===== src/rtl/vedic_mult_pipe.sv =====
// Three-stage pipelined signed/unsigned multiplier built from Urdhva-Tiryagbhyam
// 2x2 cells; S1 takes magnitudes, S2 forms four half-width products, S3 combines and signs.
module vedic_mult_pipe #(
    parameter int WIDTH     = 8,
    parameter bit SIGNED_EN = 1'b1
) (
    input  logic               clk,
    input  logic               rst,
    input  logic               in_valid,
    output logic               in_ready,
    input  logic [WIDTH-1:0]   p,
    input  logic [WIDTH-1:0]   q,
    input  logic               in_signed,
    output logic               out_valid,
    input  logic               out_ready,
    output logic [2*WIDTH-1:0] out
);

    // Handshake: a transfer happens on a rising edge where valid and ready are both 1.
    // The whole pipe freezes when the output holds a product the consumer refuses.
    localparam int H = WIDTH / 2;

    function automatic logic [3:0] cell2(input logic [1:0] a, input logic [1:0] b);
        logic c1;
        logic [3:0] y;
        c1   = a[1] & b[0] & a[0] & b[1];
        y[0] = a[0] & b[0];
        y[1] = (a[1] & b[0]) ^ (a[0] & b[1]);
        y[2] = (a[1] & b[1]) ^ c1;
        y[3] = a[1] & b[1] & c1;
        return y;
    endfunction

    // The recursive split flattens to a grid of 2x2 cells, each weighted by its digit position.
    function automatic logic [WIDTH-1:0] vedic_half(input logic [H-1:0] a, input logic [H-1:0] b);
        logic [WIDTH-1:0] acc;
        acc = '0;
        for (int i = 0; i < H / 2; i++) begin
            for (int j = 0; j < H / 2; j++) begin
                acc = acc + (WIDTH'(cell2(a[2*i +: 2], b[2*j +: 2])) << (2 * (i + j)));
            end
        end
        return acc;
    endfunction

    logic               stall;
    logic               sgn;

    logic               s1_valid_q, s1_valid_d;
    logic [WIDTH-1:0]   s1_mag_p_q, s1_mag_p_d;
    logic [WIDTH-1:0]   s1_mag_q_q, s1_mag_q_d;
    logic               s1_neg_q, s1_neg_d;

    logic               s2_valid_q, s2_valid_d;
    logic [WIDTH-1:0]   s2_ll_q, s2_ll_d;
    logic [WIDTH-1:0]   s2_lh_q, s2_lh_d;
    logic [WIDTH-1:0]   s2_hl_q, s2_hl_d;
    logic [WIDTH-1:0]   s2_hh_q, s2_hh_d;
    logic               s2_neg_q, s2_neg_d;

    logic               out_valid_q, out_valid_d;
    logic [2*WIDTH-1:0] out_q, out_d;
    logic [2*WIDTH-1:0] mag_sum;

    assign stall     = out_valid_q & ~out_ready;
    assign in_ready  = ~stall;
    assign sgn       = in_signed & SIGNED_EN;
    assign out_valid = out_valid_q;
    assign out       = out_q;

    assign mag_sum = {{WIDTH{1'b0}}, s2_ll_q}
                   + {{H{1'b0}}, s2_lh_q, {H{1'b0}}}
                   + {{H{1'b0}}, s2_hl_q, {H{1'b0}}}
                   + {s2_hh_q, {WIDTH{1'b0}}};

    always_comb begin
        s1_valid_d  = s1_valid_q;
        s1_mag_p_d  = s1_mag_p_q;
        s1_mag_q_d  = s1_mag_q_q;
        s1_neg_d    = s1_neg_q;
        s2_valid_d  = s2_valid_q;
        s2_ll_d     = s2_ll_q;
        s2_lh_d     = s2_lh_q;
        s2_hl_d     = s2_hl_q;
        s2_hh_d     = s2_hh_q;
        s2_neg_d    = s2_neg_q;
        out_valid_d = out_valid_q;
        out_d       = out_q;
        if (!stall) begin
            s1_valid_d  = in_valid;
            s1_mag_p_d  = (sgn && p[WIDTH-1]) ? -p : p;
            s1_mag_q_d  = (sgn && q[WIDTH-1]) ? -q : q;
            s1_neg_d    = sgn & (p[WIDTH-1] ^ q[WIDTH-1]);
            s2_valid_d  = s1_valid_q;
            s2_ll_d     = vedic_half(s1_mag_p_q[H-1:0],     s1_mag_q_q[H-1:0]);
            s2_lh_d     = vedic_half(s1_mag_p_q[H-1:0],     s1_mag_q_q[WIDTH-1:H]);
            s2_hl_d     = vedic_half(s1_mag_p_q[WIDTH-1:H], s1_mag_q_q[H-1:0]);
            s2_hh_d     = vedic_half(s1_mag_p_q[WIDTH-1:H], s1_mag_q_q[WIDTH-1:H]);
            s2_neg_d    = s1_neg_q;
            out_valid_d = s2_valid_q;
            // A zero magnitude negates to zero, so no negative zero can emerge.
            out_d       = s2_neg_q ? -mag_sum : mag_sum;
        end
    end

    always_ff @(posedge clk) begin
        if (rst) begin
            s1_valid_q  <= 1'b0;
            s1_mag_p_q  <= '0;
            s1_mag_q_q  <= '0;
            s1_neg_q    <= 1'b0;
            s2_valid_q  <= 1'b0;
            s2_ll_q     <= '0;
            s2_lh_q     <= '0;
            s2_hl_q     <= '0;
            s2_hh_q     <= '0;
            s2_neg_q    <= 1'b0;
            out_valid_q <= 1'b0;
            out_q       <= '0;
        end else begin
            s1_valid_q  <= s1_valid_d;
            s1_mag_p_q  <= s1_mag_p_d;
            s1_mag_q_q  <= s1_mag_q_d;
            s1_neg_q    <= s1_neg_d;
            s2_valid_q  <= s2_valid_d;
            s2_ll_q     <= s2_ll_d;
            s2_lh_q     <= s2_lh_d;
            s2_hl_q     <= s2_hl_d;
            s2_hh_q     <= s2_hh_d;
            s2_neg_q    <= s2_neg_d;
            out_valid_q <= out_valid_d;
            out_q       <= out_d;
        end
    end

endmodule


===== config.mk =====
export PLATFORM = sky130hd
export DESIGN_NAME = vedic_mult_pipe
export DESIGN_NICKNAME = d
export VERILOG_FILES = /design/src/rtl/vedic_mult_pipe.sv
export SDC_FILE = /design/constraint.sdc
export NUM_CORES = 1
export LEC_CHECK = 0
export CORE_MARGIN = 2
export CORE_UTILIZATION = 55
export DETAILED_ROUTE_END_ITERATION = 10
export PLACE_DENSITY = 0.81
export SETUP_SLACK_MARGIN = 0.4
export SYNTH_ARGS = -nofsm -noshare
export SYNTH_HDL_FRONTEND = slang
export SYNTH_SLANG_ARGS = --single-unit

===== constraint.sdc =====
create_clock -name clk -period 4.35 [get_ports clk]
set_clock_uncertainty 0.05 [all_clocks]
set_input_delay 0.87 -clock clk [delete_from_list [all_inputs] [get_ports clk]]
set_output_delay 0.87 -clock clk [all_outputs]
set_load 0.005 [all_outputs]

==> flow_summary.yaml, run 1 <==
critical_path:
  worstReg2RegStart: "s2_ll_q[5]"
  critical_path_class: "reg2reg"
  crit_arrival_ns: 3.57
  crit_path_end_kind: "flip-flop"
  required_ns: 4.57
  r2r_slack_ns: 1.00
  critPathTopFamily: "adder cells"
  cp_common_cell: "fa_1"
  crit_buf_inv: 1
  path_cells: "fa_1, ha_1, inv_1, fa_1, nor2b_4, o21a_1, nor2_2, xnor2_1, or4b_1, o31ai_1, xor2_1, a211oi_1"
  slowest_delay_ns: 0.58
  timing.rr.end: "out[14]"
  critPathLaunchType: "flip-flop"
  critPathLaunch: "s2_ll_q[5]"
  cp_slowest_cell: "or4b_1"
  worstPathMaxFanout: 4
  r2r_cells: 12
clocking:
  clkSlewWorstSetupHoldPaths_ns: 0.08
  numClockSinks: 69
  ctsLongestPathBuffers: 2
  cts_tree: "built"
  cts.htree.levels: 3
  clk_latency_ns: 0.35
  numCtsBuffers: 9
  post_cts_buffers: 0
  hold_buffers: 0
  ctsResizeCount: 0
  clockRootBuffer: "clkbuf_8"
worst_hold_path:
  hp-class: "reg2reg"
  min_from: "out[0]"
  holdPathStages: 2
  hold_path_end: "out[0]"
global_route:
  grt_pass1_vias: 4161
  grt_max_degree: 99
  antenna_found_initial: 0
  grt_usage: 0.226
  grt_pass1_wl_mm: 18.9
  gr-total-overflow: 0
finish:
  stdcell_count: 796
  drive_gt1_frac: 0.0480
  syn_to_final_growth_pct: 12.1
  fillCellCount: 773
  post-route-util: 0.633
  final_common_cell: "nand2_1"
  nNetsFinal: 755
  n_antenna_cell: 0
  layout_common_cells: "nand2_1 (114), dfxtp_1 (69), nor2_1 (61), inv_1 (51), a21oi_1 (50)"
pwr:
  p_leak_nw: 2.51
  ir_worst_vdd_mv: 0.151
  pwr_density_cell_nw_per_um2: 275
  total_power_mw: 1.61
sta:
  fin_crit_sh: 0.770
  drv_slew: 0
  max_freq_mhz: 299
  rsz0062_at_grt: "no"
  period_minus_slack_ns: 3.35
  slew_headroom: 0.400
  worst_pin_slew_ns: 0.899
  final_hold_viol_count: 0
  setup_tns_ns: 0
  setup_viol: 0
  hold_ws_ns: 0.410
status:
  run_status: "finished clean"
route:
  first_iter_violations: 218
  drc: 0
  num_vias: 4301
  wirelength_mm: 10.9
  drt-pass1-iter-count: 5
  wl_per_cell_um: 13.7
  via_per_inst: 5.40
  final_antenna_net_count: 0
synth:
  yosys_warnings: 0
  synth_area_um2: 5220
  syn-mean-instance-area_um2: 8.02
  ys_ff_latch: 69
  yosysSeqAreaShare: 0.265
  ys_types: 46
  netlist_instances: 650
  synth_nets: 743
floorplanning:
  dieArea_um2: 10300
  rows: 35
  die_x_um: 101
  coreArea_um2: 9240
  io-pin-count: 39
  start_util: 0.564
  die_height_um: 101
placed_design:
  gp_congestion: 0.921
  hpwlAfterDp_mm: 8.16
  dpl.cell_count: 780
  portBuffers: 38
job:
  drv_cap: 0
-- logic make-up (layout without fill, tap and decap cells) --
family / count (synthesis) / after routing / share of synthesized area
adder cells (fa/ha/maj): 72 / 72 / 0.214
buffers and inverters: 92 / 109 / 0.0662
flip-flops: 69 / 69 / 0.265
AO/OA/AOI/OAI: 116 / 116 / 0.148
AND/OR/NAND/NOR: 243 / 243 / 0.207
multiplexers: 1 / 1 / 0.00192
XOR/XNOR: 57 / 57 / 0.0972
-- worst reg2reg max path, cell delays in order, from the launching register on --
cell,delay (ns)
dfxtp_1,0.33
fa_1,0.54
ha_1,0.18
inv_1,0.06
fa_1,0.43
nor2b_4,0.14
o21a_1,0.13
nor2_2,0.04
xnor2_1,0.17
or4b_1,0.58
o31ai_1,0.29
xor2_1,0.11
a211oi_1,0.22
-- Yosys cell counts (all sizes together) --
cell type / count / share of area
a211oi: 27 / 0.041
a21o: 9 / 0.013
a21oi: 51 / 0.051
a22o: 2 / 0.0034
a311oi: 6 / 0.010
a31o: 1 / 0.0017
a31oi: 1 / 0.0012
a41oi: 1 / 0.0017
and2: 29 / 0.035
buf: 5 / 0.0036
clkbuf: 35 / 0.025
dfxtp: 69 / 0.26
fa: 29 / 0.11
ha: 43 / 0.10
inv: 52 / 0.037
mux2i: 1 / 0.0019
nand2: 114 / 0.082
nand2b: 3 / 0.0036
nand3: 13 / 0.012
nand3b: 2 / 0.0029
nand4: 1 / 0.0012
nand4b: 1 / 0.0017
nor2: 62 / 0.045
nor2b: 4 / 0.0062
nor3: 3 / 0.0029
nor3b: 1 / 0.0014
nor4: 2 / 0.0024
o2111ai: 1 / 0.0017
o211ai: 1 / 0.0014
o21a: 1 / 0.0014
o21ai: 9 / 0.0086
o31ai: 5 / 0.0091
o41ai: 1 / 0.0031
or2: 1 / 0.0012
or3: 6 / 0.0072
or4b: 1 / 0.0019
xnor2: 41 / 0.070
xor2: 16 / 0.027
-- worst max-delay path by stage --
stage / endpoint / slack (ns) / cells past startpoint
2_1_floorplan: out[14] / 1.24 / 12
3_3_place_gp: out[14] / 1.13 / 12
3_5_place_dp: out[14] / 1.0 / 12
4_1_cts: out[14] / 0.98 / 12
5_1_grt: out[14] / 0.86 / 12
6_report: out[14] / 1.00 / 12
-- where the power goes --
group | total, mW | switching (mW) | internal, mW
combinational | 0.301 | 0.157 | 0.144
clock | 0.584 | 0.260 | 0.324
sequential | 0.724 | 0.0531 | 0.670
-- registers in the layout, indices dropped and copies added, names as in the netlist, 8 cells and up --
signal      count
s2_hh_q         8
out            16
s1_mag_p_q      8
s2_ll_q         8
s1_mag_q_q      8
s2_hl_q         8
s2_lh_q         8
-- layer usage --
metal,track usage,vias to the layer above,part of all wire
met5,0,-,0
met4,0.0842,0,0.021
met3,0.0421,21,0.046
met2,0.371,116,0.48
li1,-,2152,-
met1,0.298,2012,0.45
-- cell type report --
class / count / area, um^2 / share of cell area
clock inverter: 7 / 97.6 / 0.0167
multi-input combinational: 489 / 3490 / 0.597
inverter: 52 / 195 / 0.0334
clock buffer: 9 / 124 / 0.0212
tap: 129 / 161 / 0.0276
timing repair buffer: 41 / 398 / 0.0680
sequential: 69 / 1380 / 0.236
-- metrics by stage --
step	setup WS [ns]	instance area (um^2)
after floorplan	1.24	5220
after global placement	1.13	5630
after detailed placement	0.996	5630
after CTS	0.978	5850
after global routing	0.858	5850
final	1.00	5850
Power figures use the tool's default switching activity.
==> run 2, diff against run 1 <==
==> constraint.sdc (replaced) <==
create_clock -name clk -period 3.2 [get_ports clk]
set_clock_uncertainty 0.05 [all_clocks]
set_input_delay 0.64 -clock clk [delete_from_list [all_inputs] [get_ports clk]]
set_output_delay 0.64 -clock clk [all_outputs]
set_load 0.005 [all_outputs]
==> run 2 against run 1 <==
  * Critical path depth unchanged
  * Combinational power up 86%
  * Register-to-register slack worse by 0.97 ns
  * Clock-buffer cell count up 1
==> flow_summary.yaml, run 2 (synthesis results as in run 1) <==
critical_path:
  crit_arrival_ns: 3.33
  crit_path_end_kind: "flip-flop"
  r2r_cells: 12
  slowest_delay_ns: 0.56
  worstReg2RegStart: "s2_ll_q[5]"
  worstPathMaxFanout: 3
  path_cells: "fa_1, ha_2, inv_2, fa_2, nor2b_4, o21a_1, nor2_2, xnor2_2, or4b_4, o31ai_4, xor2_1, a211oi_1"
  r2r_slack_ns: 0.03
  cp_slowest_cell: "or4b_4"
  critPathLaunchType: "flip-flop"
  required_ns: 3.36
  critical_path_class: "reg2reg"
  timing.rr.end: "out[14]"
finish:
  post-route-util: 0.698
  register_area_um2: 1410
  drive_gt1_frac: 0.210
  n_antenna_cell: 0
  stdcell_count: 830
  final_common_cell: "nand2_1"
  multi_input_area_um2: 3750
  fillCellCount: 670
  nNetsFinal: 789
  largest_reg_flops: 16
  syn_to_final_growth_pct: 23.6
  layout_common_cells: "nand2_1 (106), dfxtp_1 (55), nor2_1 (53), a21oi_1 (43), inv_1 (39)"
sta:
  fin_crit_sh: 0.992
  fin_ws_ns: 0.0267
  max_freq_mhz: 315
  setup_viol: 0
  worst_pin_slew_ns: 0.944
  rsz0062_at_grt: "yes"
  slew_headroom: 0.371
  final_hold_viol_count: 0
  period_minus_slack_ns: 3.17
  drv_slew: 0
  setup_tns_ns: 0
floorplanning:
  io-pin-count: 39
  coreArea_um2: 9240
  start_util: 0.564
  die_height_um: 101
  rows: 35
  dieArea_um2: 10300
  die_x_um: 101
global_route:
  grt_usage: 0.241
  antenna_found_initial: 0
  grt_pass1_vias: 4330
  gr-total-overflow: 0
  grt_pass1_wl_mm: 19.9
  grt_max_degree: 99
clocking:
  ctsLongestPathBuffers: 2
  cts_tree: "built"
  clkSlewWorstSetupHoldPaths_ns: 0.09
  hold_buffers: 0
  clockRootBuffer: "clkbuf_8"
  numClockSinks: 69
  cts.htree.levels: 3
  clk_latency_ns: 0.36
  numCtsBuffers: 9
placed_design:
  gp_congestion: 0.874
  dpl.cell_count: 796
  hpwlAfterDp_mm: 8.73
  portBuffers: 38
  place_ws_ns: 0.0299
status:
  run_status: "finished clean"
worst_hold_path:
  hold_path_end: "out[6]"
  min_from: "out[6]"
  hp-class: "reg2reg"
  holdPathStages: 2
route:
  drc: 0
  wirelength_mm: 13.1
  drt-pass1-iter-count: 5
  via_per_inst: 5.63
  final_antenna_net_count: 0
  wl_per_cell_um: 15.8
  num_vias: 4672
  first_iter_violations: 263
pwr:
  p_leak_nw: 2.73
  ir_worst_vdd_mv: 0.196
  total_power_mw: 2.34
  pwr_density_cell_nw_per_um2: 364
job:
  drv_cap: 0
[run 2: changes by cell type in the layout (fill, tap and decap cells not counted), sizes merged]
cell / change
clkinvlp: -1
buf: +34
clkbuf: +1
[run 2: routing by layer]
layer	GRT usage	up-vias	wire (um)
met5	0	-	0
met3	0.0476	44	621
met1	0.290	2240	5260
met4	0.0904	0	360
li1	-	2227	-
met2	0.425	161	6860
[run 2: worst max-delay path by stage]
stage	from	to	cells after the start	slack, ns
after floorplan	s2_ll_q[5]	out[14]	12	0.21
after global placement	s2_ll_q[5]	out[14]	12	0.13
after detailed placement	s2_ll_q[5]	out[14]	12	0.03
after CTS	s2_ll_q[5]	out[14]	12	0.06
after global routing	s2_ll_q[5]	out[15]	12	-0.09
final	s2_ll_q[5]	out[14]	12	0.03
[run 2: final cells by class]
class	count	area share
Inverter	52	0.0303
Timing Repair Buffer	75	0.108
Clock inverter	6	0.0146
Clock buffer	10	0.0213
Multi-Input combinational cell	489	0.582
Sequential cell	69	0.219
Tap cell	129	0.0250
[run 2: stage by stage]
stage / hold slack [ns] / cell area (um^2)
floorplan: 0.382 / 5240
global placement: 0.388 / 5770
CTS: 0.407 / 6140
detailed placement: 0.395 / 5770
global route: 0.422 / 6450
finish: 0.411 / 6450
[run 2: where the power goes]
part	switching (mW)	internal [mW]
clock network	0.359	0.465
logic	0.293	0.268
registers	0.0461	0.912
[run 2: worst max-delay path: cells and delay by family (launching register included)]
family	cells	cell delay, ns
and+or+nand+nor	3	0.76
buffers and inverters	1	0.04
adders and majority gates	3	1.10
AOI/OAI and AO/OA	3	0.42
DFF	1	0.34
xor gates and xnor gates	2	0.31
[run 2: timing repair]
| item | in CTS | in global routing |
|---|---|---|
| gates cloned | 0 | 1 |
| pin swaps | 16 | 37 |
| resized for setup | 26 | 70 |
| buffers inserted | 9 | 8 |
| endpoints found under the setup margin | 11 | 13 |
